===== src/rtl/vga_pixel_timing_if.sv =====
// Pixel-timing bundle between the raster generator and the colour source / DAC side.
interface vga_pixel_timing_if;
   logic [11:0] color_data;
   logic [9:0]  p_row;
   logic [9:0]  p_col;
   logic        p_tick;
   logic        hsync;
   logic        vsync;
   logic        video_on;
   logic [11:0] rgb;
   logic        frame_start;

   // timing generator side
   modport master (
      input  color_data,
      output p_row, p_col, p_tick, hsync, vsync, video_on, rgb, frame_start
   );

   // colour source / display side
   modport slave (
      output color_data,
      input  p_row, p_col, p_tick, hsync, vsync, video_on, rgb, frame_start
   );
endinterface


===== src/rtl/vga_pixel_timing.sv =====
// VGA raster timing: pixel-rate divider, h/v position counters and a one-tick
// registered output stage (sync, blanking, colour). p_row/p_col are the live
// counters so the colour source can compute color_data for the current pixel;
// the output stage then presents that pixel one tick later, aligned with sync.
module vga_pixel_timing #(
   parameter int H_VIS    = 640,
   parameter int H_FP     = 16,
   parameter int H_SYNC   = 96,
   parameter int H_BP     = 48,
   parameter int V_VIS    = 480,
   parameter int V_FP     = 10,
   parameter int V_SYNC   = 2,
   parameter int V_BP     = 33,
   parameter int TICK_DIV = 4
) (
   input  logic                 clk,
   input  logic                 reset,
   vga_pixel_timing_if.master   vga
);

   localparam int H_TOTAL = H_VIS + H_FP + H_SYNC + H_BP;
   localparam int V_TOTAL = V_VIS + V_FP + V_SYNC + V_BP;
   localparam int DIV_W   = (TICK_DIV > 1) ? $clog2(TICK_DIV) : 1;

   localparam logic [DIV_W-1:0] DIV_LAST = DIV_W'(TICK_DIV - 1);
   localparam logic [9:0] H_LAST   = 10'(H_TOTAL - 1);
   localparam logic [9:0] V_LAST   = 10'(V_TOTAL - 1);
   localparam logic [9:0] H_VIS_C  = 10'(H_VIS);
   localparam logic [9:0] V_VIS_C  = 10'(V_VIS);
   localparam logic [9:0] HS_BEG   = 10'(H_VIS + H_FP);
   localparam logic [9:0] HS_END   = 10'(H_VIS + H_FP + H_SYNC);
   localparam logic [9:0] VS_BEG   = 10'(V_VIS + V_FP);
   localparam logic [9:0] VS_END   = 10'(V_VIS + V_FP + V_SYNC);

   logic [DIV_W-1:0] r_div;
   logic [9:0]       r_h_cnt;
   logic [9:0]       r_v_cnt;
   logic             r_hsync;
   logic             r_vsync;
   logic             r_video_on;
   logic [11:0]      r_rgb;
   logic             r_frame_start;

   logic w_tick;
   logic w_h_last;
   logic w_v_last;
   logic w_vis;
   logic w_hs_active;
   logic w_vs_active;

   assign w_tick      = (r_div == DIV_LAST);
   assign w_h_last    = (r_h_cnt == H_LAST);
   assign w_v_last    = (r_v_cnt == V_LAST);
   assign w_vis       = (r_h_cnt < H_VIS_C) && (r_v_cnt < V_VIS_C);
   assign w_hs_active = (r_h_cnt >= HS_BEG) && (r_h_cnt < HS_END);
   assign w_vs_active = (r_v_cnt >= VS_BEG) && (r_v_cnt < VS_END);

   // pixel-rate divider; the tick is the cycle where the divider sits at its last value
   always_ff @(posedge clk) begin
      if (reset)       r_div <= '0;
      else if (w_tick) r_div <= '0;
      else             r_div <= r_div + DIV_W'(1);
   end

   // raster position, advanced once per pixel tick, line wrap carries into rows
   always_ff @(posedge clk) begin
      if (reset) begin
         r_h_cnt <= '0;
         r_v_cnt <= '0;
      end else if (w_tick) begin
         if (w_h_last) begin
            r_h_cnt <= '0;
            r_v_cnt <= w_v_last ? '0 : r_v_cnt + 10'd1;
         end else begin
            r_h_cnt <= r_h_cnt + 10'd1;
         end
      end
   end

   // output stage: decoded from the pre-advance position, held between ticks
   always_ff @(posedge clk) begin
      if (reset) begin
         r_hsync    <= 1'b1;
         r_vsync    <= 1'b1;
         r_video_on <= 1'b0;
         r_rgb      <= '0;
      end else if (w_tick) begin
         r_hsync    <= ~w_hs_active;
         r_vsync    <= ~w_vs_active;
         r_video_on <= w_vis;
         r_rgb      <= w_vis ? vga.color_data : 12'h000;
      end
   end

   // frame marker, high for the one clk after the counters wrap to (0,0)
   always_ff @(posedge clk) begin
      if (reset) r_frame_start <= 1'b0;
      else       r_frame_start <= w_tick && w_h_last && w_v_last;
   end

   assign vga.p_tick      = w_tick;
   assign vga.p_col       = r_h_cnt;
   assign vga.p_row       = r_v_cnt;
   assign vga.hsync       = r_hsync;
   assign vga.vsync       = r_vsync;
   assign vga.video_on    = r_video_on;
   assign vga.rgb         = r_rgb;
   assign vga.frame_start = r_frame_start;

endmodule


===== src/flat_wrapper.sv =====
// flat-port wrapper written by rule: the top's interface ports become plain ports
module vga_pixel_timing_flat 
#(
   parameter int H_VIS    = 640,
   parameter int H_FP     = 16,
   parameter int H_SYNC   = 96,
   parameter int H_BP     = 48,
   parameter int V_VIS    = 480,
   parameter int V_FP     = 10,
   parameter int V_SYNC   = 2,
   parameter int V_BP     = 33,
   parameter int TICK_DIV = 4
)
  (clk, reset, vga_color_data, vga_p_row, vga_p_col, vga_p_tick, vga_hsync, vga_vsync, vga_video_on, vga_rgb, vga_frame_start);
  vga_pixel_timing_if vga_i ();
  input  logic clk;
  input  logic reset;
  input wire logic [$bits(vga_i.color_data)-1:0] vga_color_data;
  output wire logic [$bits(vga_i.p_row)-1:0] vga_p_row;
  output wire logic [$bits(vga_i.p_col)-1:0] vga_p_col;
  output wire logic [$bits(vga_i.p_tick)-1:0] vga_p_tick;
  output wire logic [$bits(vga_i.hsync)-1:0] vga_hsync;
  output wire logic [$bits(vga_i.vsync)-1:0] vga_vsync;
  output wire logic [$bits(vga_i.video_on)-1:0] vga_video_on;
  output wire logic [$bits(vga_i.rgb)-1:0] vga_rgb;
  output wire logic [$bits(vga_i.frame_start)-1:0] vga_frame_start;
  assign vga_i.color_data = vga_color_data;
  assign vga_p_row = vga_i.p_row;
  assign vga_p_col = vga_i.p_col;
  assign vga_p_tick = vga_i.p_tick;
  assign vga_hsync = vga_i.hsync;
  assign vga_vsync = vga_i.vsync;
  assign vga_video_on = vga_i.video_on;
  assign vga_rgb = vga_i.rgb;
  assign vga_frame_start = vga_i.frame_start;
  vga_pixel_timing #(.H_VIS(H_VIS), .H_FP(H_FP), .H_SYNC(H_SYNC), .H_BP(H_BP), .V_VIS(V_VIS), .V_FP(V_FP), .V_SYNC(V_SYNC), .V_BP(V_BP), .TICK_DIV(TICK_DIV)) u_core (.clk(clk), .reset(reset), .vga(vga_i));
endmodule

===== config.mk =====
export PLATFORM = sky130hd
export DESIGN_NAME = vga_pixel_timing_flat
export DESIGN_NICKNAME = d
export VERILOG_FILES = /design/src/rtl/vga_pixel_timing_if.sv /design/src/rtl/vga_pixel_timing.sv /design/src/flat_wrapper.sv
export SDC_FILE = /design/constraint.sdc
export NUM_CORES = 1
export LEC_CHECK = 0
export CAP_MARGIN = 20
export CORE_MARGIN = 3
export CORE_UTILIZATION = 30
export CTS_CLUSTER_SIZE = 24
export DETAILED_ROUTE_END_ITERATION = 12
export GPL_ROUTABILITY_DRIVEN = 0
export GPL_TIMING_DRIVEN = 1
export HOLD_SLACK_MARGIN = 0.08
export PLACE_DENSITY = 0.55
export SLEW_MARGIN = 0
export SYNTH_ARGS = -nofsm -noshare
export SYNTH_HDL_FRONTEND = slang
export SYNTH_SLANG_ARGS = --single-unit
export TNS_END_PERCENT = 10

===== constraint.sdc =====
create_clock -name clk -period 3.29 [get_ports clk]
set_input_delay 0.658 -clock clk [delete_from_list [all_inputs] [get_ports clk]]
set_output_delay 0.658 -clock clk [all_outputs]
set_load 0.03 [all_outputs]

After elaboration in Yosys (flattened, before gate mapping)
Index checks and enable logic that the tools add are counted.
{ "totals": {"regBits": 38, "in_bits": 14, "output_inout_bits": 37} }
{ "op_classes": {"n_addsub": 3, "magnitude_cmp": 6, "eq_ne": 3, "mux": 3, "n_bitwise": 2, "reduce_logical": 7} }
{ "ops": {"columns": ["op", "n"], "rows": [
  ["10-bit by 1-bit adder with 10-bit output, second input constant", 2],
  ["10-bit equality test, second input constant", 2],
  ["10-bit < comparator, second input constant", 2],
  ["10-bit by 9-bit < comparator with 1-bit output, second input constant", 2],
  ["10-bit two-way mux", 2],
  ["12-bit two-way mux", 1],
  ["10-bit greater-or-equal comparator, second input constant", 1],
  ["10-bit by 9-bit greater-or-equal comparator with 1-bit output, second input constant", 1],
  ["1-bit logical AND", 5],
  ["2-bit by 1-bit adder with 2-bit output, second input constant", 1],
  ["2-bit equality test, second input constant", 1],
  ["1-bit inverter", 2],
  ["2-bit AND reduction", 1],
  ["2-bit OR reduction", 1]
]} }

Logic depth before layout (Yosys ltp)
{ "logic_depth": {"word_depth": 3, "depth_mapped": 7, "mapped_depth_nobuf": 6} }

Least setup slack after synthesis
OpenSTA, ideal clock, no wires.
{ "synth_path": {"path_type": "register to register", "startpoint": "reg u_core.r_h_cnt[0] (netlist: u_core.vga.p_col[0])", "endpoint": "reg u_core.r_v_cnt[3] (netlist: u_core.vga.p_row[3])", "setup_time_ps": 66, "arrival_time_ps": 2058, "slack_ps": 1166, "stages_incl_launch_ff": 7, "n_path_buf": 1, "period_less_slack_ps": 2124, "path_cell_list": "dfxtp_1 > ha_1 > nand3_2 > or4_1 > buf_2 > or3_1 > a21oi_2"} }
{ "synth_between": {"elab_chain_len": 2} }
{ "synth_rtl": {"columns": ["element", "line_no", "source"], "rows": [
  ["from (decl)", "vga_pixel_timing.sv:36", "logic [9:0] r_h_cnt;"],
  ["from (signal assigned)", "vga_pixel_timing.sv:75", "r_h_cnt <= r_h_cnt + 10'd1;"],
  ["10-bit equality test", "vga_pixel_timing.sv:52", "assign w_h_last = (r_h_cnt == H_LAST);"],
  ["2-bit AND reduction (no line)", null, null],
  ["to (signal assigned)", "vga_pixel_timing.sv:73", "r_v_cnt <= w_v_last ? '0 : r_v_cnt + 10'd1;"],
  ["to (decl)", "vga_pixel_timing.sv:37", "logic [9:0] r_v_cnt;"]
]} }
Every way passes these cells.
A chain may end at the register's enable or synchronous reset.

Worst setup path in the final report
{ "layout_path": {"startpoint": "reg u_core.r_div[0]", "endpoint": "out vga_p_tick"} }
{ "layout_between": {"elab_chain_len": 1} }
{ "layout_rtl": {"columns": ["element", "line_no", "source"], "rows": [
  ["from (decl)", "vga_pixel_timing.sv:35", "logic [DIV_W-1:0] r_div;"],
  ["from (signal assigned)", "vga_pixel_timing.sv:62", "else r_div <= r_div + DIV_W'(1);"],
  ["2-bit equality test", "vga_pixel_timing.sv:51", "assign w_tick = (r_div == DIV_LAST);"],
  ["to (decl)", "flat_wrapper.sv:21", "output wire logic [$bits(vga_i.p_tick)-1:0] vga_p_tick;"]
]} }
Every way passes these cells.

==> flow_metrics.py <==
metrics = {
    "outcome": {
        "outcome": "complete, no violations",
    },
    "worst_setup_path": {
        "crit_family": "buffers and inverters",
        "cp_max_fo": 15,
        "cp.required_ps": 2630,
        "reg2reg_to": "u_core.vga.p_row[4]",
        "start_kind": "register",
        "crit_path_max_incr_delay_ps": 780,
        "reg2reg_depth": 5,
        "crit_buf_inv": 1,
        "path_class": "register to output pin",
        "r2r_slack_ps": 1020,
        "crit_slowest_cell": "clkdlybuf4s50_1",
        "crit_chain": "ha_1, clkdlybuf4s50_1",
        "end_kind": "output pin",
        "worstReg2RegStart": "u_core.r_div[0]",
        "crit_arrival_ps": 1880,
    },
    "detailed_routing": {
        "wire_per_inst_um": 12.94,
        "via_count": 1425,
        "finalWirelength_um": 3870,
        "vias_per_cell": 4.766,
        "drt_iter0_drc": 36,
        "dr.pass1.iters": 4,
        "drcViolationCount": 0,
        "antenna_left": 0,
    },
    "global_route": {
        "grt_pass1_wl_um": 6499,
        "top_usage_layer": "met2",
        "groute.usage.overall": 0.1300,
        "global_route.usage.met1": 0.1792,
        "grt_use_met3": 0.04484,
        "grt-ovfl-total": 0,
        "antenna_found_initial": 0,
        "grt_util_met2": 0.1813,
        "first_global_vias": 1349,
        "grt_max_degree": 16,
    },
    "cells_and_area": {
        "final_common_cell": "clkdlybuf4s50_1",
        "area_growth_syn_to_layout_pct": 43.25,
        "post-route-util": 0.4538,
        "diodes": 0,
        "instances_no_fill": 299,
        "final_cell_mix": "50 x clkdlybuf4s50_1, 38 x dfxtp_1, 16 x nor2_1, 12 x a22o_1, 9 x nand3_1",
        "drive_gt1_frac": 0.09607,
        "final_nets": 247,
    },
    "yosys": {
        "syn-cell-area_sq_mm": 0.001649,
        "yosys_warnings": 0,
        "syn_avg_cell_area_sq_um": 9.423,
        "synth_top_area_frac": 0.4613,
        "ys_seq_area_frac": 0.4613,
        "syn_nets": 194,
        "synth_area_leader_cell": "dfxtp_1",
        "yosys-top-cells-area": "dfxtp_1 46%, a22o_1 6.4%, xnor2_1 4.2%",
        "synth_cell_types": 40,
        "async_reset_ff_frac": 0,
        "syn_inst": 175,
        "ys.flop_type": "dfxtp_1",
        "ys_ff_latch": 38,
        "synth_edf_count": 0,
    },
    "power_and_ir_drop": {
        "power_uw": 1035,
        "p_leak_uw": 0.0008184,
        "vdd_ir_drop_max_mv": 0.2306,
        "power_density_mw_per_mm2": 438.0,
    },
    "sta": {
        "setup_tns_ps": 0,
        "worst_slew_margin_rel": 0.5872,
        "setup_violations": 0,
        "fin_crit_sh": 0.7727,
        "rsz0062_at_grt": "no",
        "finalCriticalPeriod_ps": 2542,
        "max_freq_ghz": 0.3934,
        "maxSlewViolCount": 0,
        "skew_ps": 4.370,
        "worst_pin_slew_ps": 610.6,
        "hold_slack_ps": 416.6,
        "hold_viol": 0,
    },
    "min_path": {
        "hold_depth": 1,
        "holdPathEnd": "u_core.r_div[0]",
        "hold_path.startpoint": "u_core.r_div[0]",
        "hp-class": "register to register",
    },
    "clock_network": {
        "cts_sinks": 38,
        "htree_num_levels": 2,
        "holdBufCountCts": 0,
        "cts_buffers": 5,
        "clkTransAtPathRegs_ps": 80,
        "cts_resized": 0,
        "clockBufferDepth": 2,
        "cts_tree": "built",
        "cts_setup_buffers": 0,
        "clock_latency_ps": 290,
        "clockRootBuffer": "clkbuf_8",
    },
    "die": {
        "fp-row-count": 26,
        "fp.dieW_um": 80.14,
        "coreArea_sq_mm": 0.005205,
        "dieArea_sq_mm": 0.006422,
        "boundaryPins": 51,
        "start_util": 0.3168,
        "die-height_um": 80.14,
    },
    "placed_design": {
        "place_hpwl_um": 2837,
        "portBuffers": 50,
        "place_inst": 291,
    },
    "job": {
        "drv_cap": 0,
    },
}
-- metrics by stage --
step | instance area [sq um] | worst slack, ps
after detailed placement | 2225 | 1028
after global placement | 2225 | 1075
after floorplan | 1649 | 1166
after global routing | 2362 | 633.8
final | 2362 | 747.9
after CTS | 2362 | 700.7
-- worst register-to-register path: cells and delay by family, from the launching register on --
family / cells / cell delay (ps)
simple gates: 3 / 1270
fa+ha+maj: 1 / 480
flops: 1 / 330
compound gates: 1 / 130
-- cells by family after synthesis --
kind of cell,after synthesis,share of synthesized area
and+or+nand+nor,73,0.2618
adders and majority gates,5,0.03794
AOI/OAI and AO/OA,33,0.1389
DFF,38,0.4613
xor gates and xnor gates,11,0.05843
buffers and inverters,15,0.04173
-- report_power, final --
| part | internal, uW | total [uW] | switching, uW |
|---|---|---|---|
| Sequential | 471 | 477 | 6.09 |
| Clock | 304 | 476 | 172 |
| Combinational | 40.8 | 82.2 | 41.4 |
-- layout make-up --
class | instances | area, sq um
Fill cell | 534 | 2843
Multi-Input combinational cell | 122 | 819.5
Sequential cell | 38 | 760.7
Timing Repair Buffer | 54 | 530.5
Tap cell | 70 | 87.58
Clock buffer | 5 | 68.82
Clock inverter | 3 | 68.82
Inverter | 7 | 26.28
-- sequential cells by signal (all words and copies together) (netlist names) --
signal	cells
u_core.vga.p_row	10
u_core.vga.p_col	10
u_core.r_div	2
u_core.vga.rgb	12
u_core.vga.frame_start	1
u_core.vga.vsync	1
u_core.vga.video_on	1
u_core.vga.hsync	1
-- per-layer routing --
metal / vias to the layer above / wire length (um)
li1: 738 / -
met1: 642 / 1923
met3: 8 / 264
met2: 37 / 1614
met4: 0 / 68
met5: - / 0
-- cells in the mapped netlist (3+ instances only) --
cell,number
nand3_1,9
clkbuf_1,3
a22o_1,12
a21oi_1,7
and3_1,3
inv_1,7
nor2_1,16
xnor2_1,8
nor3_1,7
buf_2,4
nand2b_1,3
nand2_1,6
o21ai_0,8
xor2_1,3
nand4b_1,3
dfxtp_1,38
nand4_1,4
ha_1,5
or3_1,4
-- worst max path at each step --
stage	from	depth (start not counted)	end
after floorplan	u_core.vga.p_col[0]	6	u_core.vga.p_row[3]
after global placement	u_core.r_div[0]	2	vga_p_tick
after detailed placement	u_core.r_div[0]	5	u_core.vga.p_row[4]
after CTS	u_core.r_div[0]	2	vga_p_tick
after global routing	u_core.r_div[0]	2	vga_p_tick
final	u_core.r_div[0]	2	vga_p_tick
Note: power is estimated with default switching activity, not from simulation.
